`config.mk`:
```
export PLATFORM = sky130hd
export DESIGN_NAME = prog_mem_controller_flat
export DESIGN_NICKNAME = d
export VERILOG_FILES = /design/src/rtl/prog_mem_controller_if.sv /design/src/rtl/prog_mem_controller.sv /design/src/flat_wrapper.sv
export SDC_FILE = /design/constraint.sdc
export NUM_CORES = 1
export LEC_CHECK = 0
export ABC_AREA = 1
export BUFFER_PORTS_ARGS = -buffer_cell sky130_fd_sc_hd__buf_4
export CAP_MARGIN = 10
export CORE_ASPECT_RATIO = 0.75
export CORE_UTILIZATION = 35
export CTS_BUF_LIST = sky130_fd_sc_hd__clkbuf_16
export DETAILED_ROUTE_END_ITERATION = 10
export GPL_ROUTABILITY_DRIVEN = 0
export PLACE_DENSITY = 0.58
export SETUP_SLACK_MARGIN = 0.15
export SLEW_MARGIN = 30
export SYNTH_ARGS = -nofsm -noshare
export SYNTH_HDL_FRONTEND = slang
export SYNTH_SLANG_ARGS = --single-unit
export TNS_END_PERCENT = 10
```
`constraint.sdc`:
```
create_clock -name clk -period 4.24 [get_ports clk]
set_input_delay 0.848 -clock clk [delete_from_list [all_inputs] [get_ports clk]]
set_output_delay 0.848 -clock clk [all_outputs]
set_load 0.005 [all_outputs]
```
`src/rtl/prog_mem_controller_if.sv`:
```
// Fetcher-side and memory-side read buses of the program-memory arbiter.
// The controller connects through slave; the fetchers and memory model drive master.
interface prog_mem_controller_if #(
  parameter int unsigned ADDR_WIDTH    = 8,
  parameter int unsigned DATA_WIDTH    = 16,
  parameter int unsigned NUM_CONSUMERS = 4,
  parameter int unsigned NUM_CHANNELS  = 1
);
  logic [NUM_CONSUMERS-1:0]            consumer_read_valid;
  logic [NUM_CONSUMERS*ADDR_WIDTH-1:0] consumer_read_addr;
  logic [NUM_CONSUMERS-1:0]            consumer_read_ready;
  logic [NUM_CONSUMERS*DATA_WIDTH-1:0] consumer_read_data;
  logic [NUM_CHANNELS-1:0]             mem_read_valid;
  logic [NUM_CHANNELS*ADDR_WIDTH-1:0]  mem_read_addr;
  logic [NUM_CHANNELS-1:0]             mem_read_ready;
  logic [NUM_CHANNELS*DATA_WIDTH-1:0]  mem_read_data;

  modport master (
    output consumer_read_valid, consumer_read_addr, mem_read_ready, mem_read_data,
    input  consumer_read_ready, consumer_read_data, mem_read_valid, mem_read_addr
  );

  modport slave (
    input  consumer_read_valid, consumer_read_addr, mem_read_ready, mem_read_data,
    output consumer_read_ready, consumer_read_data, mem_read_valid, mem_read_addr
  );
endinterface

```
`src/rtl/prog_mem_controller.sv`:
```
// Round-robin arbiter relaying instruction fetches from NUM_CONSUMERS fetchers
// onto NUM_CHANNELS independent read channels of the program memory.
module prog_mem_controller #(
  parameter int unsigned ADDR_WIDTH    = 8,
  parameter int unsigned DATA_WIDTH    = 16,
  parameter int unsigned NUM_CONSUMERS = 4,
  parameter int unsigned NUM_CHANNELS  = 1
) (
  input logic                  clk,
  input logic                  rst_n,
  prog_mem_controller_if.slave bus
);
  localparam int unsigned PTR_W = (NUM_CONSUMERS > 1) ? $clog2(NUM_CONSUMERS) : 1;

  localparam logic [1:0] CH_IDLE     = 2'd0;
  localparam logic [1:0] CH_WAITING  = 2'd1;
  localparam logic [1:0] CH_RELAYING = 2'd2;

  logic [1:0]                          state_q [NUM_CHANNELS];
  logic [1:0]                          state_d [NUM_CHANNELS];
  logic [PTR_W-1:0]                    owner_q [NUM_CHANNELS];
  logic [PTR_W-1:0]                    owner_d [NUM_CHANNELS];
  logic [NUM_CONSUMERS-1:0]            claimed_q, claimed_d;
  logic [PTR_W-1:0]                    rr_ptr_q, rr_ptr_d;
  logic [NUM_CHANNELS-1:0]             mem_valid_q, mem_valid_d;
  logic [NUM_CHANNELS*ADDR_WIDTH-1:0]  mem_addr_q, mem_addr_d;
  logic [NUM_CONSUMERS-1:0]            cons_ready_q, cons_ready_d;
  logic [NUM_CONSUMERS*DATA_WIDTH-1:0] cons_data_q, cons_data_d;

  logic [NUM_CONSUMERS-1:0] avail;
  logic                     found;
  logic [PTR_W-1:0]         sel;
  logic [PTR_W-1:0]         cand_idx;
  int unsigned              cand;

  // Channels evaluated in ascending order; avail shrinks as lower channels grant.
  always_comb begin
    state_d      = state_q;
    owner_d      = owner_q;
    claimed_d    = claimed_q;
    rr_ptr_d     = rr_ptr_q;
    mem_valid_d  = mem_valid_q;
    mem_addr_d   = mem_addr_q;
    cons_ready_d = cons_ready_q;
    cons_data_d  = cons_data_q;
    avail        = bus.consumer_read_valid & ~claimed_q;
    found        = 1'b0;
    sel          = '0;
    cand_idx     = '0;
    cand         = 0;

    for (int ch = 0; ch < int'(NUM_CHANNELS); ch++) begin
      case (state_q[ch])
        CH_IDLE: begin
          found = 1'b0;
          sel   = '0;
          for (int k = 0; k < int'(NUM_CONSUMERS); k++) begin
            cand = 32'(rr_ptr_q) + 32'(k);
            if (cand >= NUM_CONSUMERS) cand = cand - NUM_CONSUMERS;
            cand_idx = PTR_W'(cand);
            if (!found && avail[cand_idx]) begin
              found = 1'b1;
              sel   = cand_idx;
            end
          end
          if (found) begin
            owner_d[ch]     = sel;
            claimed_d[sel]  = 1'b1;
            avail[sel]      = 1'b0;
            mem_valid_d[ch] = 1'b1;
            state_d[ch]     = CH_WAITING;
            mem_addr_d[ch*ADDR_WIDTH +: ADDR_WIDTH] =
              bus.consumer_read_addr[32'(sel)*ADDR_WIDTH +: ADDR_WIDTH];
            // Later (higher) channels overwrite, so the highest grant sets the pointer.
            rr_ptr_d = (32'(sel) + 32'd1 >= NUM_CONSUMERS) ? '0 : PTR_W'(32'(sel) + 32'd1);
          end
        end
        CH_WAITING: begin
          if (bus.mem_read_ready[ch]) begin
            mem_valid_d[ch]              = 1'b0;
            cons_ready_d[owner_q[ch]]    = 1'b1;
            state_d[ch]                  = CH_RELAYING;
            cons_data_d[32'(owner_q[ch])*DATA_WIDTH +: DATA_WIDTH] =
              bus.mem_read_data[ch*DATA_WIDTH +: DATA_WIDTH];
          end
        end
        CH_RELAYING: begin
          if (!bus.consumer_read_valid[owner_q[ch]]) begin
            cons_ready_d[owner_q[ch]] = 1'b0;
            claimed_d[owner_q[ch]]    = 1'b0;
            state_d[ch]               = CH_IDLE;
          end
        end
        default: state_d[ch] = CH_IDLE;
      endcase
    end
  end

  always_ff @(posedge clk) begin
    if (!rst_n) begin
      for (int ch = 0; ch < int'(NUM_CHANNELS); ch++) begin
        state_q[ch] <= CH_IDLE;
        owner_q[ch] <= '0;
      end
      claimed_q    <= '0;
      rr_ptr_q     <= '0;
      mem_valid_q  <= '0;
      mem_addr_q   <= '0;
      cons_ready_q <= '0;
      cons_data_q  <= '0;
    end else begin
      state_q      <= state_d;
      owner_q      <= owner_d;
      claimed_q    <= claimed_d;
      rr_ptr_q     <= rr_ptr_d;
      mem_valid_q  <= mem_valid_d;
      mem_addr_q   <= mem_addr_d;
      cons_ready_q <= cons_ready_d;
      cons_data_q  <= cons_data_d;
    end
  end

  assign bus.mem_read_valid      = mem_valid_q;
  assign bus.mem_read_addr       = mem_addr_q;
  assign bus.consumer_read_ready = cons_ready_q;
  assign bus.consumer_read_data  = cons_data_q;
endmodule

```
`src/flat_wrapper.sv`:
```
// flat-port wrapper written by rule: the top's interface ports become plain ports
module prog_mem_controller_flat 
#(
  parameter int unsigned ADDR_WIDTH    = 8,
  parameter int unsigned DATA_WIDTH    = 16,
  parameter int unsigned NUM_CONSUMERS = 4,
  parameter int unsigned NUM_CHANNELS  = 1
)
  (clk, rst_n, bus_consumer_read_valid, bus_consumer_read_addr, bus_mem_read_ready, bus_mem_read_data, bus_consumer_read_ready, bus_consumer_read_data, bus_mem_read_valid, bus_mem_read_addr);
  prog_mem_controller_if #(.ADDR_WIDTH(ADDR_WIDTH), .DATA_WIDTH(DATA_WIDTH), .NUM_CONSUMERS(NUM_CONSUMERS), .NUM_CHANNELS(NUM_CHANNELS)) bus_i ();
  input logic clk;
  input logic rst_n;
  input wire logic [$bits(bus_i.consumer_read_valid)-1:0] bus_consumer_read_valid;
  input wire logic [$bits(bus_i.consumer_read_addr)-1:0] bus_consumer_read_addr;
  input wire logic [$bits(bus_i.mem_read_ready)-1:0] bus_mem_read_ready;
  input wire logic [$bits(bus_i.mem_read_data)-1:0] bus_mem_read_data;
  output wire logic [$bits(bus_i.consumer_read_ready)-1:0] bus_consumer_read_ready;
  output wire logic [$bits(bus_i.consumer_read_data)-1:0] bus_consumer_read_data;
  output wire logic [$bits(bus_i.mem_read_valid)-1:0] bus_mem_read_valid;
  output wire logic [$bits(bus_i.mem_read_addr)-1:0] bus_mem_read_addr;
  assign bus_i.consumer_read_valid = bus_consumer_read_valid;
  assign bus_i.consumer_read_addr = bus_consumer_read_addr;
  assign bus_i.mem_read_ready = bus_mem_read_ready;
  assign bus_i.mem_read_data = bus_mem_read_data;
  assign bus_consumer_read_ready = bus_i.consumer_read_ready;
  assign bus_consumer_read_data = bus_i.consumer_read_data;
  assign bus_mem_read_valid = bus_i.mem_read_valid;
  assign bus_mem_read_addr = bus_i.mem_read_addr;
  prog_mem_controller #(.ADDR_WIDTH(ADDR_WIDTH), .DATA_WIDTH(DATA_WIDTH), .NUM_CONSUMERS(NUM_CONSUMERS), .NUM_CHANNELS(NUM_CHANNELS)) u_core (.clk(clk), .rst_n(rst_n), .bus(bus_i));
endmodule
```
==> results.ini, run 1 <==
[outcome]
outcome=complete, no violations

[worst_hold_path]
timing.hold.worst.class=flip-flop to flip-flop

[floorplan]
num_rows=34
die_h_um=96.6
io_pins=132
core_um2=11600
floorplan.initialDensity_pct=36.0
dieArea_um2=12400
chipWidth_um=128

[cts]
clock_sinks=87
cts_tree=built
htreeDepth=3
hold_buffers=0
numCtsBuffers=9
clk_latency_ns=0.34
cts.path.max_buffers=2
clock-root-buffer=clkbuf_16
cts.clk_slew.worst_paths_ns=0.06
cts_resized=0
cts_setup_buffers=0

[global_route]
grt_max_degree=56
grt-ovfl-total=0
first_global_vias=3925
antenna_found_initial=0
grtUsageTotal_pct=20.2
grt_pass1_wl_mm=19.9

[synthesis]
synth_xor_area_share_pct=0
syn_nets=653
synth-seq-cells=87
synth-compound-area-share_pct=13.0
synth-adder-area-share_pct=2.69
ys_async_sr_fraction_pct=0
synth_edf_count=0
synth_mux_area_share_pct=0
yosys.area_share.simple_pct=33.7
synth_top_family_by_area=simple AND/OR/NAND/NOR gates
synthCells=589
synth_top_flop_cell=dfxtp_1
synth_cell_types=28
avgSynthCellArea_um2=7.10
ys_seq_area_share_pct=41.7
synth_warnings=0
syn_area_um2=4180

[drt]
drc=0
vias_per_cell=4.94
ant_nets=0
via_count=4271
firstDrtPassIters=4
drt_iter0_markers=273
totalWireLength_mm=12.3
routedWlPerCell_um=14.3

[power_and_ir_drop]
vdd_ir_drop_max_uv=278
power_per_cell_area_nw_per_um2=610
p_leak_nw=2.54

[critical_path]
crit_chain=buf_4 -> inv_1 -> ha_1 -> inv_1 -> nor2_1 -> inv_1 -> nor2_1 -> nand3_1 -> a21oi_1
crit_top_cell=inv_1
cp_slowest_cell=nor2_1
cp-end-kind=flip-flop
max_stage_delay_ns=0.60
crit_fanout=27
required_ns=4.48
crit_path_start_kind=flip-flop
worstSetupPathType=flip-flop to flip-flop
critPathArrivalTime_ns=2.85

[layout]
drive_above_1_share_pct=24.8
stdcell_area_um2=5530
n_antenna_cell=0
area_growth_pct=32.3
fin_nets=762
final_common_cell=buf_4
fillers=1194
final_cell_mix=buf_4 (132), nand2_1 (124), dfxtp_1 (87)

[sta]
relSlewSlack_pct=43.1
setup_viol=0
whs_ns=0.465
fin_crit_sh_pct=61.4
fin_worst_skew_ns=0.00830
setup_slack_ns=1.64
finalHoldViolations=0
fmax_mhz=384
finalMaxSlewViolations=0
fin_crit_ns=2.60
setup_tns_ns=0
tightest_slew_ns=0.851
rsz0062_at_grt=no

[placed_design]
port_buffers=131
pre_cts_ws_ns=1.59
dpl_cell_area_um2=5190
dp_hpwl_mm=9.11

[flow_run]
max-cap-violations=0

## worst max-delay path: cells and delay by family (launching register included)
family	cells	cell delay (ns)
simple gates	3	0.87
buf+inv	4	0.76
fa+ha+maj	1	0.43
flops	1	0.30
compound gates	1	0.15
## flip-flops by register name, indices dropped and copies added, names as in the netlist, named ones only
signal / count
u_core.owner_q: 2
u_core.bus.mem_read_addr: 8
u_core.bus.consumer_read_data: 64
u_core.claimed_q: 4
u_core.state_q: 2
u_core.rr_ptr_q: 2
u_core.bus.mem_read_valid: 1
## synth_stat cells (2+ instances only)
master    instances  area share, %
o21ai_0          22            2.6
buf_1             4           0.36
nand4_1           5           0.75
nor2_1           52            4.7
nor3_1           11            1.3
clkbuf_1         17            1.5
nand2_4           2           0.54
a21oi_1          80            9.6
nand2_2           8            1.2
dfxtp_1          87             42
or3_1            21            3.1
inv_2             6           0.54
buf_2             4           0.48
nor2_4            2           0.54
nand2_1         125             11
nand3_2           4           0.96
inv_1            40            3.6
nand3_1          70            8.4
buf_6             5            1.3
o21ai_1           4           0.48
nand3_4           2           0.84
ha_1              9            2.7
buf_4             4           0.72
## logic make-up after synthesis
| logic type | after synthesis |
|---|---|
| and+or+nand+nor | 303 |
| AOI/OAI and AO/OA | 108 |
| DFF | 87 |
| adders and majority gates | 9 |
| buffers and inverters | 82 |
## area by class of cell
class                      instances  area [um^2]  area share, %
clock buffer                       9          225           4.07
inverter                          48          189           3.42
multi-input combinational        420         2070           37.4
clock inverter                     7          114           2.06
tap                              162          203           3.66
timing repair buffer             132          991           17.9
sequential                        87         1740           31.5
## layer usage
metal / GRT usage, % / vias to the layer above / wire length (um)
met5: 0 / - / 0
met4: 5.70 / 0 / 193
met3: 4.48 / 15 / 597
met2: 29.7 / 115 / 5270
met1: 29.2 / 1986 / 6270
li1: - / 2155 / -
## per-stage QoR
step	power [mW]	util (%)	instances
floorplan	2.18	-	589
global placement	2.46	44.7	849
detailed placement	2.49	44.7	849
CTS	3.39	47.6	865
global route	3.64	47.6	865
finish	3.38	47.6	865
## final timing paths
| path | from | endpoint | slack (ns) | cells after the start |
|---|---|---|---|---|
| min | u_core.bus.consumer_read_data[62]$_SDFFE_PN0P_ | u_core.bus.consumer_read_data[62]$_SDFFE_PN0P_ | 0.47 | 2 |
| min reg2reg | u_core.bus.consumer_read_data[62]$_SDFFE_PN0P_ | u_core.bus.consumer_read_data[62]$_SDFFE_PN0P_ | 0.47 | 2 |
| max reg2reg | u_core.owner_q[0]$_SDFFE_PN0P_ | u_core.bus.consumer_read_data[33]$_SDFFE_PN0P_ | 1.64 | 9 |
| max | u_core.owner_q[0]$_SDFFE_PN0P_ | u_core.bus.consumer_read_data[33]$_SDFFE_PN0P_ | 1.64 | 9 |
## power by group
part / switching, mW / internal [mW] / leakage, nW
Clock: 0.323 / 0.573 / 0.168
Sequential: 0.0820 / 0.926 / 0.706
Combinational: 0.993 / 0.479 / 1.66
Total: 1.40 / 1.98 / 2.54
(Power assumes the default switching activity.)
==> inputs of run 2 (changes only) <==
- ABC_AREA: 1 -> 0
- PLACE_DENSITY: 0.58 -> 0.62
- clock period: 4.24 -> 2.35 ns (I/O delays scaled with it)
==> run 2 against run 1 <==
Synthesized cell count shrank 26%. Sequential power grew 65%. Hold slack lost 0.072 ns. Register-to-register slack lost 1.3 ns. Sequential share of layout area grew 2.5 points. Total power grew 23%. Final cell count shrank 19%. Critical path depth shrank 3. Critical endpoint is now u_core.bus.consumer_read_data[29]$_SDFFE_PN0P_. Highest routed layer unchanged.
==> results.ini, run 2 <==
[critical_path]
max_stage_delay_ns=0.59
critPathArrivalTime_ns=2.30
cp_top_family=flip-flops
crit_path_start_kind=flip-flop
required_ns=2.62
crit_fanout=16
cp_slowest_cell=dfxtp_1
cp.buffers_inverters=2
crit_chain=inv_1 -> ha_1 -> nor3b_2 -> buf_4 -> nand3_1 -> a21oi_1
worstSetupPathType=flip-flop to flip-flop
cp-end-kind=flip-flop

[sta]
setup_tns_ns=0
relSlewSlack_pct=57.9
rsz0062_at_grt=no
fmax_mhz=491
setup_viol=0
fin_crit_sh_pct=86.7
finalHoldViolations=0
tightest_slew_ns=0.631
finalMaxSlewViolations=0
fin_crit_ns=2.04
fin_worst_skew_ns=0.00675

[cts]
cts.clk_slew.worst_paths_ns=0.06
clock_sinks=87
clock-root-buffer=clkbuf_16
clk_latency_ns=0.34
cts.path.max_buffers=2
hold_buffers=0
htreeDepth=3
cts_tree=built
cts_setup_buffers=0
numCtsBuffers=9

[synthesis]
ys_seq_area_share_pct=47.3
ys_async_sr_fraction_pct=0
synth_top_area_share_pct=47.3
synth_edf_count=0
avgSynthCellArea_um2=8.42
synthMostInstantiatedCell=dfxtp_1
syn_nets=501
synth-seq-cells=87
yosys.area.top_type=dfxtp_1
syn_area_um2=3680
synth_top_flop_cell=dfxtp_1
yosys-top-cells-area=dfxtp_1 (47%), a21oi_1 (10%), nand3_1 (9.4%)
synthCells=437
synth_warnings=0
synth_cell_types=45
yosys-top-cells-count=dfxtp_1 (87), nand2_1 (81), a21oi_1 (74)

[layout]
final_common_cell=buf_4
drive_above_1_share_pct=29.9
n_antenna_cell=0
fin_nets=624
area_growth_pct=39.1
fillers=1027
fin_cells=701
final_cell_mix=buf_4 (140), dfxtp_1 (87), nand2_1 (81)
largest_reg_flops=64

[floorplan]
num_rows=32
chipWidth_um=120
die_h_um=90.8
floorplan.initialDensity_pct=35.9
core_um2=10200
dieArea_um2=10900
io_pins=132

[global_route]
grt_pass1_wl_mm=18.1
first_global_vias=3447
grtUsageTotal_pct=21.3
grt_max_degree=38
antenna_found_initial=0
grt-ovfl-total=0

[worst_hold_path]
timing.hold.worst.class=input port to flip-flop

[outcome]
outcome=complete, no violations

[drt]
routedWlPerCell_um=16.1
totalWireLength_mm=11.3
vias_per_cell=5.12
drt_iter0_markers=163
ant_nets=0
drc=0
firstDrtPassIters=5
via_count=3592

[placed_design]
dp_hpwl_mm=8.34
port_buffers=131
dp_cells=685

[power_and_ir_drop]
power_per_cell_area_nw_per_um2=813
p_total_mw=4.16
vdd_ir_drop_max_uv=381
p_leak_nw=2.10

[flow_run]
max-cap-violations=0

[run 2: logic make-up after synthesis]
group,after synthesis,share of synthesized area (%)
buffers and inverters,36,4.46
AND/OR/NAND/NOR,183,23.2
flip-flops,87,47.3
AO/OA/AOI/OAI,106,17.1
multiplexers,16,4.80
adder cells (fa/ha/maj),9,3.06
[run 2: layout make-up]
type / instances / area (um^2) / area share, %
multi-input cells: 314 / 1790 / 35.0
well taps: 136 / 170 / 3.32
repair buffers: 141 / 1070 / 20.9
clock inverters: 7 / 95.1 / 1.86
clock buffers: 9 / 225 / 4.40
flip-flops and latches: 87 / 1740 / 34.0
inverters: 7 / 26.3 / 0.513
[run 2: worst reg2reg max path: cells and delay by family, from the launching register on]
| family | cells | cell delay (ns) |
|---|---|---|
| adders and majority gates | 1 | 0.41 |
| buffers and inverters | 2 | 0.49 |
| DFF | 1 | 0.59 |
| and+or+nand+nor | 2 | 0.29 |
| AOI/OAI and AO/OA | 1 | 0.19 |
[run 2: stage by stage]
step | setup WS (ns) | hold slack (ns) | area [um^2] | utilization (%)
after floorplan | 0.303 | 0.448 | 3680 | -
after CTS | 0.352 | 0.381 | 5110 | 49.9
after global routing | 0.189 | 0.419 | 5120 | 49.9
after detailed placement | 0.170 | 0.445 | 4790 | 46.8
after global placement | 0.328 | 0.441 | 4790 | 46.8
final | 0.312 | 0.393 | 5120 | 49.9
[run 2: path summary, 6_finish.rpt]
kind / from / end / slack, ns / depth (start not counted)
max: u_core.owner_q[0]$_SDFFE_PN0P_ / u_core.bus.consumer_read_data[29]$_SDFFE_PN0P_ / 0.31 / 6
min: bus_consumer_read_addr[14] / u_core.bus.mem_read_addr[6]$_SDFFE_PN0P_ / 0.39 / 3
max reg2reg: u_core.owner_q[0]$_SDFFE_PN0P_ / u_core.bus.consumer_read_data[29]$_SDFFE_PN0P_ / 0.31 / 6
min reg2reg: u_core.bus.consumer_read_data[13]$_SDFFE_PN0P_ / u_core.bus.consumer_read_data[13]$_SDFFE_PN0P_ / 0.45 / 2
[run 2: timing repair]
| action | CTS | global route |
|---|---|---|
| gates resized for setup | 0 | 1 |
| setup endpoints to repair | 0 | 1 |
| hold endpoints to repair | 0 | 0 |
[run 2: power by group]
| group | total (mW) | switching [mW] | internal [mW] |
|---|---|---|---|
| Sequential | 1.67 | 0.0871 | 1.58 |
| Combinational | 0.967 | 0.530 | 0.437 |
| Clock | 1.53 | 0.600 | 0.931 |
| Total | 4.16 | 1.22 | 2.95 |
[run 2: layer usage]
layer / global-route usage, % / share of wire (%) / up-vias
met5: 0 / 0 / -
met4: 4.32 / 0.97 / 0
met3: 6.44 / 6.5 / 16
met2: 32.8 / 44 / 116
met1: 29.4 / 49 / 1682
li1: - / - / 1778
==> inputs of run 3 (changes only) <==
- CORE_ASPECT_RATIO: 0.75 -> unset
- HOLD_SLACK_MARGIN: unset -> 0.08
- RECOVER_POWER: unset -> 50
==> run 3 against run 2 <==
Via count decreased by 1.2%. Combinational power decreased by 5.1%. Clock-buffer cell count unchanged. Non-clock buffer count decreased by 3. First-iteration DRC count increased by 50%. Fmax decreased by 1.5%. Clock skew increased by 0.0059 ns. Global-route usage decreased by 2.0 points. Largest power group unchanged.
==> results.ini, run 3 (synthesized netlist as in run 2, its figures left out) <==
[outcome]
outcome=complete, no violations

[layout]
fillers=1016
final_common_cell=dfxtp_1
final_cell_mix=dfxtp_1 (87), nand2_1 (81), a21oi_1 (74)
fin_nets=621
largest_reg_flops=64
area_growth_pct=36.5
drive_above_1_share_pct=26.5
final_util_pct=48.9
n_antenna_cell=0

[placed_design]
pre_cts_ws_ns=0.283
port_buffers=131
dp_hpwl_mm=7.69

[cts]
cts_tree=built
hold_buffers=0
cts.path.max_buffers=2
htreeDepth=3
cts_setup_buffers=0
cts_resized=0
clock-root-buffer=clkbuf_16
cts.clk_slew.worst_paths_ns=0.07
clk_latency_ns=0.34
numCtsBuffers=9
clock_sinks=87

[drt]
ant_nets=0
routedWlPerCell_um=14.8
top_layer=met4
drc=0
totalWireLength_mm=10.3
drt_iter0_markers=244
wl_met1_mm=4.81
firstDrtPassIters=4
wl_met3_um=606
wl_met2_mm=4.78
vias_per_cell=5.08
via_count=3548

[global_route]
grtUsageTotal_pct=19.3
first_global_vias=3301
grt_max_degree=71
grt-ovfl-total=0
antenna_found_initial=0
grt_pass1_wl_mm=17.0

[floorplan]
core_um2=10300
num_rows=37
floorplan.initialDensity_pct=35.8
io_pins=132
dieArea_um2=10900
die_h_um=105
chipWidth_um=105

[critical_path]
cp-end-kind=flip-flop
crit_fanout=5
required_ns=2.57
r2r-end=u_core.claimed_q[2]$_SDFFE_PN0P_
critPathArrivalTime_ns=2.29
rr_startpoint=u_core.claimed_q[2]$_SDFFE_PN0P_
worstSetupPathType=flip-flop to flip-flop
cp-startpoint=u_core.claimed_q[2]$_SDFFE_PN0P_
rrSetupSlack_ns=0.28
crit_path_start_kind=flip-flop
r2r_cells=5
crit_path_end=u_core.claimed_q[2]$_SDFFE_PN0P_

[power_and_ir_drop]
power.switching_mw=1.21
power_frac_seq_pct=41.2
clock_power_share_pct=36.0
power_per_cell_area_nw_per_um2=804
p_int_mw=2.83
netSwitchingFraction_pct=29.9
p_comb_share_pct=22.7
p_leak_nw=1.98
vdd_ir_drop_max_uv=398
p_total_mw=4.04

[sta]
whs_ns=0.417
setup_viol=0
tightest_slew_ns=0.965
setup_slack_ns=0.281
setup_tns_ns=0
finalHoldViolations=0
fin_crit_ns=2.07
fin_worst_skew_ns=0.0126
finalMaxSlewViolations=0
rsz0062_at_grt=no
relSlewSlack_pct=34.8
fin_crit_sh_pct=88.0
fmax_mhz=483

[worst_hold_path]
timing.hold.worst.class=input port to flip-flop

[flow_run]
max-cap-violations=0

run 3: layout make-up:
type	count	area (um^2)	share of cell area [%]
multi-input cells	314	1780	35.4
repair buffers	138	1000	19.9
inverters	7	26.3	0.523
clock buffers	9	225	4.49
well taps	136	170	3.39
clock inverters	7	77.6	1.54
flip-flops and latches	87	1740	34.7
run 3: power by group through the flow:
stage	registers (mW)	clock network [mW]	logic, mW
2_1_floorplan	1.68	0	0.601
5_1_grt	1.68	1.55	1.01
4_1_cts	1.67	1.48	0.939
3_3_place_gp	1.70	0	0.916
6_report	1.66	1.45	0.918
3_5_place_dp	1.70	0	0.933
run 3: worst min-delay path by stage:
stage / from / end / slack, ns / cells past startpoint
6_report: bus_mem_read_data[12] / u_core.bus.consumer_read_data[60]$_SDFFE_PN0P_ / 0.42 / 3
5_1_grt: bus_mem_read_data[11] / u_core.bus.consumer_read_data[43]$_SDFFE_PN0P_ / 0.42 / 3
4_1_cts: bus_consumer_read_addr[14] / u_core.bus.mem_read_addr[6]$_SDFFE_PN0P_ / 0.41 / 3
3_5_place_dp: u_core.bus.consumer_read_data[29]$_SDFFE_PN0P_ / u_core.bus.consumer_read_data[29]$_SDFFE_PN0P_ / 0.44 / 2
3_3_place_gp: u_core.bus.consumer_read_data[62]$_SDFFE_PN0P_ / u_core.bus.consumer_read_data[62]$_SDFFE_PN0P_ / 0.44 / 2
2_1_floorplan: u_core.bus.consumer_read_data[0]$_SDFFE_PN0P_ / u_core.bus.consumer_read_data[0]$_SDFFE_PN0P_ / 0.45 / 2
run 3: critical path: stages, from the launching register on:
cell      delay (ns)
dfxtp_1         0.37
and2b_1         0.27
o41ai_1         0.80
nor3_1          0.19
a21oi_1         0.25
a211oi_2        0.06
run 3: per-layer routing:
layer,GRT usage [%],vias up
li1,-,1776
met4,6.73,0
met5,0,-
met3,4.14,11
met2,30.4,129
met1,26.1,1632
run 3: per-stage QoR:
step	std cells	cell area, um^2
floorplan	437	3680
global placement	682	4790
detailed placement	682	4790
CTS	698	5090
global route	698	5020
finish	698	5020
